--- src/rtl/kgp_pkg.sv ---
// Shared types and defaults for the KGPminiRISC fetch-stage blocks.
package kgp_pkg;

  typedef enum logic {
    RUN  = 1'b0,
    HALT = 1'b1
  } pc_state_t;

  localparam int DEF_PC_W = 32;
  localparam int DEF_STEP = 4;

endpackage

--- src/rtl/pc_ras_stack.sv ---
// Circular return-address stack. A push onto a full stack overwrites the
// oldest entry. A pop on an empty stack is ignored. A push and a pop in the
// same cycle replace the top entry and leave the depth unchanged.
module pc_ras_stack #(
  parameter int DEPTH = 4,
  parameter int W     = 32
) (
  input  logic         clk,
  input  logic         rst,
  input  logic         push,
  input  logic         pop,
  input  logic [W-1:0] push_data,
  output logic [W-1:0] top,
  output logic         empty
);

  localparam int PW = $clog2(DEPTH);
  localparam int CW = $clog2(DEPTH + 1);

  logic [W-1:0]  mem [DEPTH];
  logic [PW-1:0] ptr;
  logic [CW-1:0] count;
  logic          pop_ok;

  assign empty  = (count == '0);
  assign pop_ok = pop && !empty;
  assign top    = mem[ptr - PW'(1)];

  // Pointer/count bookkeeping and entry writes; storage itself is not reset.
  always_ff @(posedge clk) begin
    if (rst) begin
      ptr   <= '0;
      count <= '0;
    end else if (push && pop_ok) begin
      mem[ptr - PW'(1)] <= push_data;
    end else if (push) begin
      mem[ptr] <= push_data;
      ptr      <= ptr + PW'(1);
      if (count != CW'(DEPTH)) count <= count + CW'(1);
    end else if (pop_ok) begin
      ptr   <= ptr - PW'(1);
      count <= count - CW'(1);
    end
  end

endmodule

--- src/rtl/pc_sequencer.sv ---
// Fetch program-counter sequencer with a RUN/HALT state machine, stall,
// aligned branch/jump redirect and a configurable step and reset vector.
// Optional feature macro: PC_RAS_EN adds a return-address stack
// (call_push / ret_pop). Without it those inputs are ignored.
module pc_sequencer
  import kgp_pkg::*;
#(
  parameter int              PC_W       = DEF_PC_W,
  parameter int              STEP       = DEF_STEP,
  parameter logic [PC_W-1:0] RESET_VEC  = '0,
  parameter int              ALIGN_BITS = 2,
  parameter int              RAS_DEPTH  = 4
) (
  input  logic            clk,
  input  logic            rst,
  input  logic            stall,
  input  logic            redir_valid,
  input  logic [PC_W-1:0] redir_target,
  input  logic            halt_req,
  input  logic            resume,
  input  logic            call_push,
  input  logic            ret_pop,
  output logic [PC_W-1:0] pc,
  output logic            pc_valid,
  output logic            halted,
  output logic            misalign_err
);

  localparam logic [PC_W-1:0] LOW_MASK = PC_W'((64'd1 << ALIGN_BITS) - 64'd1);

  pc_state_t       state;
  logic [PC_W-1:0] pc_step;
  logic [PC_W-1:0] target_aligned;
  logic            target_misaligned;
  logic            ras_take;
  logic [PC_W-1:0] ras_top;

  assign pc_step           = pc + PC_W'(STEP);
  assign target_aligned    = redir_target & ~LOW_MASK;
  assign target_misaligned = |(redir_target & LOW_MASK);

`ifdef PC_RAS_EN
  logic ras_push;
  logic ras_pop;
  logic ras_empty;

  assign ras_push = call_push && (state == RUN) && !stall;
  assign ras_pop  = ret_pop && (state == RUN);
  assign ras_take = ras_pop && !ras_empty;

  pc_ras_stack #(
    .DEPTH (RAS_DEPTH),
    .W     (PC_W)
  ) u_ras (
    .clk       (clk),
    .rst       (rst),
    .push      (ras_push),
    .pop       (ras_pop),
    .push_data (pc_step),
    .top       (ras_top),
    .empty     (ras_empty)
  );
`else
  logic unused_ras;

  assign unused_ras = ^{call_push, ret_pop, RAS_DEPTH[0]};
  assign ras_take   = 1'b0;
  assign ras_top    = '0;
`endif

  // RUN/HALT state machine and next-PC selection. A cycle with pc_valid low
  // in RUN (just out of reset or resume) fetches the held pc before stepping.
  always_ff @(posedge clk) begin
    if (rst) begin
      state        <= RUN;
      pc           <= RESET_VEC;
      pc_valid     <= 1'b0;
      halted       <= 1'b0;
      misalign_err <= 1'b0;
    end else begin
      misalign_err <= redir_valid && target_misaligned;
      case (state)
        RUN: begin
          if (redir_valid)                          pc <= target_aligned;
          else if (ras_take)                        pc <= ras_top;
          else if (!(halt_req || stall || !pc_valid)) pc <= pc_step;
          if (halt_req) begin
            state    <= HALT;
            halted   <= 1'b1;
            pc_valid <= 1'b0;
          end else begin
            pc_valid <= 1'b1;
          end
        end
        HALT: begin
          if (redir_valid) pc <= target_aligned;
          if (resume && !halt_req) begin
            state    <= RUN;
            halted   <= 1'b0;
            pc_valid <= 1'b1;
          end
        end
        default: state <= RUN;
      endcase
    end
  end

endmodule

--- config.mk ---
export PLATFORM = sky130hd
export DESIGN_NAME = pc_sequencer
export DESIGN_NICKNAME = d
export VERILOG_FILES = /design/src/rtl/kgp_pkg.sv /design/src/rtl/pc_ras_stack.sv /design/src/rtl/pc_sequencer.sv
export SDC_FILE = /design/constraint.sdc
export NUM_CORES = 1
export LEC_CHECK = 0
export CORE_MARGIN = 2
export CORE_UTILIZATION = 45
export CTS_BUF_LIST = sky130_fd_sc_hd__clkbuf_4 sky130_fd_sc_hd__clkbuf_8
export CTS_CLUSTER_SIZE = 16
export DETAILED_ROUTE_END_ITERATION = 6
export GPL_TIMING_DRIVEN = 0
export PLACE_DENSITY = 0.8
export SETUP_SLACK_MARGIN = 0.3
export SYNTH_ARGS = -nofsm -noshare
export SYNTH_HDL_FRONTEND = slang
export SYNTH_HIERARCHICAL = 1
export SYNTH_SLANG_ARGS = --single-unit
--- constraint.sdc ---
create_clock -name clk -period 1.9 [get_ports clk]
set_input_delay 0.38 -clock clk [delete_from_list [all_inputs] [get_ports clk]]
set_output_delay 0.38 -clock clk [all_outputs]
set_load 0.02 [all_outputs]
==> summary.txt <==
Detailed routing
  – Drt pass-1 iters: 5
  – DRC: 0
  – DR vias/cell: 6.47
  – Routed Antenna Nets: 0
  – WL per Instance: 20.5 um
  – Starting DRT DRC Count: 425
  – Via count: between 2000 and 3000
  – Drt total wl: 9.17 mm

Timing
  – Fin Clk Skew: 0.0138 ns
  – RSZ-0062 raised after global routing: true
  – Slew Limit Fails: 0
  – Min Tclk post-route: between 1.5 and 2 ns
  – Final Cycle Share: 95.7%
  – Fmax: 550 MHz
  – Setup Total Neg Slack: 0 ns
  – Hold Slack: around 0.52 ns
  – Final hold vios: 0
  – Final Setup Violations: 0

Floorplanning
  – IO Count: 75
  – Core footprint: about 4400 um2
  – Initial Utilization: around 48%
  – Number of core rows: 24
  – Height of the die: 72.6 um
  – Die area: 5280 um2
  – Chip Width: 72.6 um

Cells and area
  – Synth-to-Final Area Change: 77.9%
  – Final core occ: 84.8%
  – Most frequent cells in the layout: 34 x clkdlybuf4s50_1, 33 x dlygate4sd2_1, 32 x buf_4
  – Diodes inserted: 0
  – Post-route cell area: 3770 um2
  – Fin cells: 448
  – Layout cells sized above 1: between 30 and 40%
  – Final #Nets: roughly 440
  – Most common cell after layout, fill and taps aside: clkdlybuf4s50_1
  – Fill cells: 252

Critical path
  – Startpoint Class: register
  – CP top delay family: simple AND/OR/NAND/NOR gates
  – Critical path cell sequence: buf_6, and4_4, and4_1, buf_6, nand4_1, buf_4, nor4_2, a311o_2
  – Reg2reg start: pc[6]
  – Slowest stage cell, crit path: dfxtp_4
  – WP buf/inv: 3
  – CP Capture Type: register
  – Arr. time, crit path: slightly above 2 ns
  – Maximum net fanout on the critical path: 4
  – Critical Path Most Common Cell: buf_6
  – Worst path max stage delay: 0.35 ns
  – Worst Setup Path Type: reg -> reg
  – Crit path launch: pc[6]
  – Critical Path RT: 2.15 ns

Synth
  – Post-Synthesis Cells: 278
  – Sequential area share after synthesis: 32.1%
  – Ys async rst share: 0%
  – Synth Warn #: 6
  – Synthesized area per cell: 7.62 um2
  – Flops & latches, synth: 34
  – Ys flop type: dfxtp_1
  – Post-synth EDFFs: 0
  – Synthesized area: around 2100 um2
  – Post-synthesis cell type count: 55

Clocking
  – CTS tree: built
  – Skew-Pair Late Insertion Delay: 0.31 ns
  – Clk sinks: 34
  – Clk buf depth: 2
  – Clk root buf: clkbuf_8
  – H-Tree Depth: 2
  – CTS Buf Count: 5
  – Reg clk slew, reported paths: 0.08 ns

Min path
  – Hold/Removal Path Class: reg -> reg
  – Hold path start: halted

Place
  – Dpl hpwl: 5.30 mm
  – Area post-placement: 2960 um2
  – Port Buffers: 70
  – Placed Instances: 401
  – Routability cong.: 0.923

Global routing
  – Largest net degree at the start of global routing: 11
  – First-pass GRT wire length: 12.9 mm
  – Vias in the first global route: 2593
  – Initial antenna violation count: 0
  – Gr usage total: 31.7%
  – Global route overflow: 0

Power
  – Cell Pwr Density: 566 nW/um2
  – VDD IR-drop max: 0.000645 V
  – P_leak: 1.55 nW

Flow run
  – Max Cap Violations: 0

Status
  – Run status: completed
report_power, final:
group | internal [mW] | switching (mW) | leakage, nW
combinational | 0.302 | 0.314 | 1.20
clock | 0.366 | 0.291 | 0.0575
sequential | 0.768 | 0.0942 | 0.290
worst register-to-register path, delay by kind of cell, from the launching register on:
kind                   cells  cell delay, ns
AND/OR/NAND/NOR            4            0.83
AO/OA/AOI/OAI              1            0.16
flip-flops                 1            0.35
buffers and inverters      3            0.41
synthesized netlist by cell type, drive strengths merged, types with 4 or more instances:
master	n	share of area [%]
o21ai	17	4.0
and3	7	2.1
nand3	16	3.8
nor4	4	1.2
clkbuf	6	1.1
dfxtp	34	32
o311ai	5	2.1
buf	12	3.7
a21oi	24	5.8
nand4	10	3.0
inv	8	1.4
and4	5	2.1
nor3	6	1.4
nor2	32	5.9
a22oi	5	1.8
nand2	32	5.8
o22ai	4	1.2
final timing paths:
kind	endpoint	slack (ns)	depth (start not counted)
max reg2reg	pc[27]	0.08	8
max	pc[27]	0.08	8
min reg2reg	halted	0.52	2
min	halted	0.52	2
metrics by stage:
| step | setup slack, ns | total power [mW] |
|---|---|---|
| after floorplan | 0.234 | 1.11 |
| after global placement | -0.638 | 1.35 |
| after detailed placement | -0.689 | 1.36 |
| after CTS | 0.112 | 2.04 |
| after global routing | 0.0331 | 2.20 |
| final | 0.0818 | 2.14 |
layout make-up:
class	count	area (um2)	area share (%)
clock buffers	8	110	2.92
plain buffers	18	191	5.08
inverters	8	33.8	0.896
well taps	52	65.1	1.73
multi-input cells	220	1650	43.6
repair buffers	108	997	26.5
flip-flops and latches	34	727	19.3
sequential cells by signal (all words and copies together), names as in the netlist:
register and cells:
misalign_err 1, state 1, halted 1, pc 30
pc_valid 1
metal layers:
layer | wire length, um | up-vias | share of wire, % | track usage (%)
met4 | 312 | 0 | 3.4 | 9.67
met5 | 0 | - | 0 | 0
met1 | 3480 | 1354 | 38 | 40.0
met3 | 933 | 46 | 10 | 5.94
li1 | - | 1278 | - | -
met2 | 4440 | 221 | 48 | 54.7
kinds of logic (layout without fill, tap and decap cells):
| family | after synthesis | count (layout) | share of synthesized area [%] |
|---|---|---|---|
| muxes | 3 | 3 | 1.42 |
| and+or+nand+nor | 127 | 128 | 31.8 |
| DFF | 34 | 34 | 32.1 |
| adders and majority gates | 1 | 1 | 0.590 |
| buffers and inverters | 26 | 142 | 6.14 |
| AOI/OAI and AO/OA | 80 | 80 | 25.3 |
| other | 1 | 2 | 0.177 |
| xor gates and xnor gates | 6 | 6 | 2.48 |
timing repair:
item	4_1_cts	5_1_grt
gates cloned	2	0
pin swaps	20	38
setup buffers	25	12
hold endpoints to repair	0	0
endpoints found under the setup margin	65	34
resized for setup	99	60
hold buffers	0	0
(Power assumes the default switching activity.)
